==> src/rtl/tick_gen_pkg.sv <==
// tick_gen_pkg: shared constants and helpers for the tick generator
package tick_gen_pkg;
  localparam int COUNT_1MS = 49999;
  localparam int COUNT_REFRESH = 6249;
  localparam int CNT_W_DEF = 16;
  localparam logic [2*CNT_W_DEF-1:0] DIV_RESET_DEF = {CNT_W_DEF'(COUNT_REFRESH), CNT_W_DEF'(COUNT_1MS)};
  function automatic int ch_width(int n);
    return n > 1 ? $clog2(n) : 1;
  endfunction
endpackage

==> src/rtl/tick_generator_if.sv <==
// tick_generator_if: valid/ready divisor write port
interface tick_generator_if #(parameter int CH_W = 1, parameter int CNT_W = 16);
  logic             cfg_valid;
  logic             cfg_ready;
  logic [CH_W-1:0]  cfg_ch;
  logic [CNT_W-1:0] cfg_div;
  modport master (output cfg_valid, cfg_ch, cfg_div, input cfg_ready);
  modport slave (input cfg_valid, cfg_ch, cfg_div, output cfg_ready);
endinterface

==> src/rtl/tick_channel.sv <==
// tick_channel: one divider channel with glitch-free divisor reload at terminal count
module tick_channel #(
  parameter int               CNT_W    = 16,
  parameter logic [CNT_W-1:0] DIV_INIT = '0
) (
  input  logic             clk,
  input  logic             rst,
  input  logic             i_en,
  input  logic             i_clr,
  input  logic             i_wr,
  input  logic [CNT_W-1:0] i_wr_div,
  output logic             o_pending,
  output logic             o_tick,
  output logic             o_sq
);
  logic [CNT_W-1:0] r_cnt, r_div, r_pdiv;
  logic r_pend, r_tick, r_sq;
  logic w_term, w_apply, w_load;
  assign w_term = r_cnt >= r_div;
  assign w_apply = i_clr | (i_en & w_term);
  assign w_load = w_apply & r_pend;
  always_ff @(posedge clk or posedge rst)
    if (rst) begin
      r_cnt  <= '0;
      r_div  <= DIV_INIT;
      r_pdiv <= '0;
      r_pend <= 1'b0;
      r_tick <= 1'b0;
      r_sq   <= 1'b0;
    end else begin
      if (i_clr) begin
        r_cnt  <= '0;
        r_tick <= 1'b0;
        r_sq   <= 1'b0;
      end else if (!i_en) begin
        r_tick <= 1'b0;
      end else if (w_term) begin
        r_cnt  <= '0;
        r_tick <= 1'b1;
        r_sq   <= ~r_sq;
      end else begin
        r_cnt  <= r_cnt + 1'b1;
        r_tick <= 1'b0;
      end
      if (w_load) r_div <= r_pdiv;
      // a write accepted on the apply cycle becomes the next pending value
      if (i_wr) begin
        r_pend <= 1'b1;
        r_pdiv <= i_wr_div;
      end else if (w_apply) begin
        r_pend <= 1'b0;
      end
    end
  assign o_pending = r_pend;
  assign o_tick = r_tick;
  assign o_sq = r_sq;
endmodule

==> src/rtl/tick_generator.sv <==
// tick_generator: multi-channel tick/square generator with runtime divisor writes
module tick_generator import tick_gen_pkg::*; #(
  parameter int                          NUM_CH    = 2,
  parameter int                          CNT_W     = CNT_W_DEF,
  parameter int                          CH_W      = ch_width(NUM_CH),
  parameter logic [NUM_CH*CNT_W-1:0]     DIV_RESET = DIV_RESET_DEF
) (
  input  logic              clk_100mhz,
  input  logic              rst,
  input  logic [NUM_CH-1:0] ch_en,
  input  logic              sync_clr,
  tick_generator_if.slave   cfg,
  output logic [NUM_CH-1:0] tick,
  output logic [NUM_CH-1:0] sq
);
  logic [NUM_CH-1:0] w_pend, w_wr;
  always_comb begin
    cfg.cfg_ready = 1'b1;
    for (int i = 0; i < NUM_CH; i++)
      if (cfg.cfg_ch == CH_W'(i)) cfg.cfg_ready = ~w_pend[i];
  end
  for (genvar g = 0; g < NUM_CH; g++) begin : g_ch
    assign w_wr[g] = cfg.cfg_valid & cfg.cfg_ready & (cfg.cfg_ch == CH_W'(g));
    tick_channel #(
      .CNT_W   (CNT_W),
      .DIV_INIT(DIV_RESET[g*CNT_W +: CNT_W])
    ) u_ch (
      .clk      (clk_100mhz),
      .rst      (rst),
      .i_en     (ch_en[g]),
      .i_clr    (sync_clr),
      .i_wr     (w_wr[g]),
      .i_wr_div (cfg.cfg_div),
      .o_pending(w_pend[g]),
      .o_tick   (tick[g]),
      .o_sq     (sq[g])
    );
  end
endmodule
==> src/flat_wrapper.sv <==
// flat-port wrapper written by rule: the top's interface ports become plain ports
module tick_generator_flat import tick_gen_pkg::*;
#(
  parameter int                          NUM_CH    = 2,
  parameter int                          CNT_W     = CNT_W_DEF,
  parameter int                          CH_W      = ch_width(NUM_CH),
  parameter logic [NUM_CH*CNT_W-1:0]     DIV_RESET = DIV_RESET_DEF
)
  (clk_100mhz, rst, ch_en, sync_clr, tick, sq, cfg_cfg_valid, cfg_cfg_ch, cfg_cfg_div, cfg_cfg_ready);
  tick_generator_if #(.CH_W(CH_W), .CNT_W(CNT_W)) cfg_i ();
  input  logic clk_100mhz;
  input  logic rst;
  input  logic [NUM_CH-1:0] ch_en;
  input  logic sync_clr;
  output logic [NUM_CH-1:0] tick;
  output logic [NUM_CH-1:0] sq;
  input wire logic [$bits(cfg_i.cfg_valid)-1:0] cfg_cfg_valid;
  input wire logic [$bits(cfg_i.cfg_ch)-1:0] cfg_cfg_ch;
  input wire logic [$bits(cfg_i.cfg_div)-1:0] cfg_cfg_div;
  output wire logic [$bits(cfg_i.cfg_ready)-1:0] cfg_cfg_ready;
  assign cfg_i.cfg_valid = cfg_cfg_valid;
  assign cfg_i.cfg_ch = cfg_cfg_ch;
  assign cfg_i.cfg_div = cfg_cfg_div;
  assign cfg_cfg_ready = cfg_i.cfg_ready;
  tick_generator #(.NUM_CH(NUM_CH), .CNT_W(CNT_W), .CH_W(CH_W), .DIV_RESET(DIV_RESET)) u_core (.clk_100mhz(clk_100mhz), .rst(rst), .ch_en(ch_en), .sync_clr(sync_clr), .cfg(cfg_i), .tick(tick), .sq(sq));
endmodule
==> config.mk <==
export PLATFORM = sky130hd
export DESIGN_NAME = tick_generator_flat
export DESIGN_NICKNAME = d
export VERILOG_FILES = /design/src/rtl/tick_gen_pkg.sv /design/src/rtl/tick_generator_if.sv /design/src/rtl/tick_channel.sv /design/src/rtl/tick_generator.sv /design/src/flat_wrapper.sv
export SDC_FILE = /design/constraint.sdc
export NUM_CORES = 1
export LEC_CHECK = 0
export ABC_AREA = 1
export CAP_MARGIN = 20
export CORE_ASPECT_RATIO = 0.9
export CORE_UTILIZATION = 60
export DETAILED_ROUTE_END_ITERATION = 10
export GPL_TIMING_DRIVEN = 0
export PLACE_DENSITY = 0.84
export SYNTH_ARGS = -nofsm -noshare
export SYNTH_HDL_FRONTEND = slang
export SYNTH_SLANG_ARGS = --single-unit
==> constraint.sdc <==
create_clock -name clk_100mhz -period 3.5 [get_ports clk_100mhz]
set_input_delay 0.35 -clock clk_100mhz [delete_from_list [all_inputs] [get_ports clk_100mhz]]
set_output_delay 0.35 -clock clk_100mhz [all_outputs]
set_load 0.005 [all_outputs]
==> metrics list <==
* Result of the run: finished, final reports clean
- Die area: 0.00937 mm²
- Dividing the detail-routed via count by the number of cells gives 5.55.
- Mean post-synth cell area: 8.24 µm²
- Area Overhead vs Synth: 11.6%
- Unrepaired setup endpoints after global routing: no
- The HPWL after detailed placement is 8620 µm.
* Yosys warning total: 0
* Data required time at the worst endpoint: 3.80 ns
- Peak supply drop: 0.000290 V
- Fill count: 667
- The synthesized design contains 0 enable-type register cells.
- CP Capture Type: register
- Counting flops and latches in the post-synthesis netlist gives 102.
- Number of pins with negative max-slew slack in the final report: 0
* Transition at the pin with the smallest max-transition slack: 0.524 ns
- Entering global routing, the biggest net connects 64 pins.
- Library cell used as clock root buffer: clkbuf_8
* Leakage power: 3.01 nW
- Instance count of the mapped netlist: 654
- Once detail routing completed, the nets flagged for antenna violations numbered 0.
- Critical Setup Path Class: reg2reg
* Clock insertion delay at the later pin of the skew report: 0.37 ns
* Fin crit share: 0.620
* Total via count in the routed design: 4535
* Post-Syn Nets: 711
- Routed length per placed instance: 14.1 µm
- From bottom edge to top edge, the die measures 91.9 µm.
- After floorplanning, the core was sized to cover 0.00865 mm².
- Row count: 32
- Type of the tightest min-delay check: in2async
* Clock tree sinks: 102
* Largest fanout on the critical path: 10
* Combined global-route utilization of all metal layers: 0.280
* Register area share after synthesis: 0.477
- Overall routed net length: 11600 µm
- 28 I/O pins were placed.
- Ratio of cells with drive above 1 in the final layout: 0.0903
* Count of cells resized by post-cts repair: 0
- Flip-flop cell with the highest count after synthesis: dfrtp_1
* Clock-pin transition on the worst setup and hold timing paths: 0.10 ns
- The worst path needs 2.17 ns of the cycle, external delays included.
* # Post-CTS Setup Buffers: 0
* Post-synth ARST share: 1.00
* Count of unique library cells instantiated by Yosys: 29
- Kind of start point of the critical path: register
- The number of global-route vias before repair was 4407.
- Number of instances in the placed design: 801
- The first routing iteration left 383 violations.
- TritonCTS buffer count: 9
- Arrival time of data at the critical path endpoint: 2.47 ns
* Number of antenna violations at the first check in global routing: 0
- Final Power: 0.00338 W
- Initial Utilization: 0.623
* Count of unresolved DRC violations after routing: 0
- Hold repair after CTS inserted 0 buffers.
- Antenna fix cells: 0
* Number of endpoints failing setup at the final stage: 0
- The pre-antenna-repair detailed-routing pass consisted of 5 iterations.
* Worst Skew: 0.0116 ns
* Clock H-tree levels: 3
* Count of final hold-check violations: 0
- The first global-routing pass estimated 20300 µm of wire.
- Input and output buffers added on the ports amount to 27.
- Power density of the placed cells: 561 mW/mm²
* Highest clock rate: 461 MHz
- Max-cap violations in this run came to 0.
- CTS tree: built
- The die is 102 µm wide.
- Leftover overflow at the end of global routing: 0
- Final hold analysis gives a worst-case slack of 0.378 ns.
* Fin cells: 817
- Tightest slew margin relative to the limit: 0.651
- The mapped netlist covers 0.00539 mm².
- Nets: 750
* Routability cong.: 0.833
- Number of buffers on the longest clock path: 2
## cell type report
type	instances	area [µm²]	area share
inverter	88	333	0.0553
clock buffer	10	138	0.0229
buffer	24	128	0.0212
timing repair buffer	28	298	0.0495
clock inverter	6	37.5	0.00624
multi-input combinational	440	2360	0.393
sequential	102	2570	0.427
tap	119	149	0.0248
## flip-flops by register name, summed over array words and instances (netlist names)
register	flops
u_core.g_ch.u_ch.o_pending	2
u_core.g_ch.u_ch.o_sq	2
u_core.g_ch.u_ch.o_tick	2
u_core.g_ch.u_ch.r_cnt	32
u_core.g_ch.u_ch.r_div	32
u_core.g_ch.u_ch.r_pdiv	32
## layout by cell type (no fill, tap or decap), drive strengths merged
cell	netlist	layout
nand2	192	192
inv	88	88
dfrtp	87	87
o21ai	52	52
nor2	47	47
nand4	41	41
ha	34	34
clkdlybuf4s50	0	27
nand3	27	27
clkbuf	11	21
xor2	19	19
dfstp	15	15
a21oi	14	14
buf	13	14
clkinv	0	6
xnor2	5	5
nor3	5	5
or2	1	1
o22ai	1	1
a21o	1	1
o21bai	1	1
## metal layers
| layer | vias to the layer above | GRT usage | wire length (µm) |
|---|---|---|---|
| met5 | - | 0 | 0 |
| met2 | 125 | 0.450 | 5400 |
| li1 | 2170 | - | - |
| met4 | 0 | 0.0881 | 189 |
| met3 | 16 | 0.0518 | 570 |
| met1 | 2224 | 0.384 | 5400 |
## cells by family after synthesis
logic type	share of synthesized area
buffers and inverters	0.0849
and+or+nand+nor	0.255
adders and majority gates	0.0789
AOI/OAI and AO/OA	0.0652
xor gates and xnor gates	0.0390
DFF	0.477
## stage by stage
stage	TNS, ns	instance area (µm²)	util	worst slack (ns)
2_1_floorplan	0	5390	-	0.499
3_3_place_gp	-75.41	5810	0.672	-0.872
3_5_place_dp	0	5840	0.675	1.41
4_1_cts	0	6020	0.696	1.36
5_1_grt	0	6020	0.696	1.12
6_report	0	6020	0.696	1.33
## Yosys cell counts (5+ instances only)
master / instances / share of area
o21ai_1: 14 / 0.013
xnor2_1: 5 / 0.0081
nand2_1: 190 / 0.13
inv_1: 83 / 0.058
dfstp_2: 15 / 0.073
nand4_1: 41 / 0.048
ha_1: 34 / 0.079
a21oi_1: 14 / 0.013
buf_4: 6 / 0.0084
dfrtp_1: 87 / 0.40
clkbuf_1: 11 / 0.0077
buf_2: 6 / 0.0056
nand3_1: 23 / 0.021
xor2_1: 19 / 0.031
nor2_1: 42 / 0.029
o21ai_0: 38 / 0.035
inv_2: 5 / 0.0035
## worst paths after layout
kind	from	to	slack (ns)	cells past startpoint
min in group clk_100mhz	u_core.g_ch[1].u_ch.r_div[3]	u_core.g_ch[1].u_ch.r_div[3]	0.47	2
hold / removal	rst	u_core.g_ch[1].u_ch.r_div[14]	0.38	2
max in group asynchronous	rst	u_core.g_ch[0].u_ch.r_div[8]	2.38	3
setup / recovery	u_core.g_ch[0].u_ch.r_cnt[7]	u_core.g_ch[0].u_ch.r_cnt[3]	1.33	11
setup reg to reg	u_core.g_ch[0].u_ch.r_cnt[7]	u_core.g_ch[0].u_ch.r_cnt[3]	1.33	11
hold reg to reg	u_core.g_ch[1].u_ch.r_div[3]	u_core.g_ch[1].u_ch.r_div[3]	0.47	2
## report_power, final
part | internal, W | switching, W
clock network | 0.000276 | 0.000407
logic | 0.000380 | 0.000604
registers | 0.00153 | 0.000178
## worst max-delay path, stage by stage, from the launching register on
cell,delay [ns]
dfrtp_1,0.48
ha_1,0.35
a21oi_1,0.17
nand2_1,0.09
nor2_1,0.10
nand2_1,0.09
nand2_1,0.11
nand2_1,0.14
inv_2,0.11
nand2_1,0.09
buf_2,0.22
o21ai_1,0.15
No activity file was read; power rests on OpenSTA's default activity.
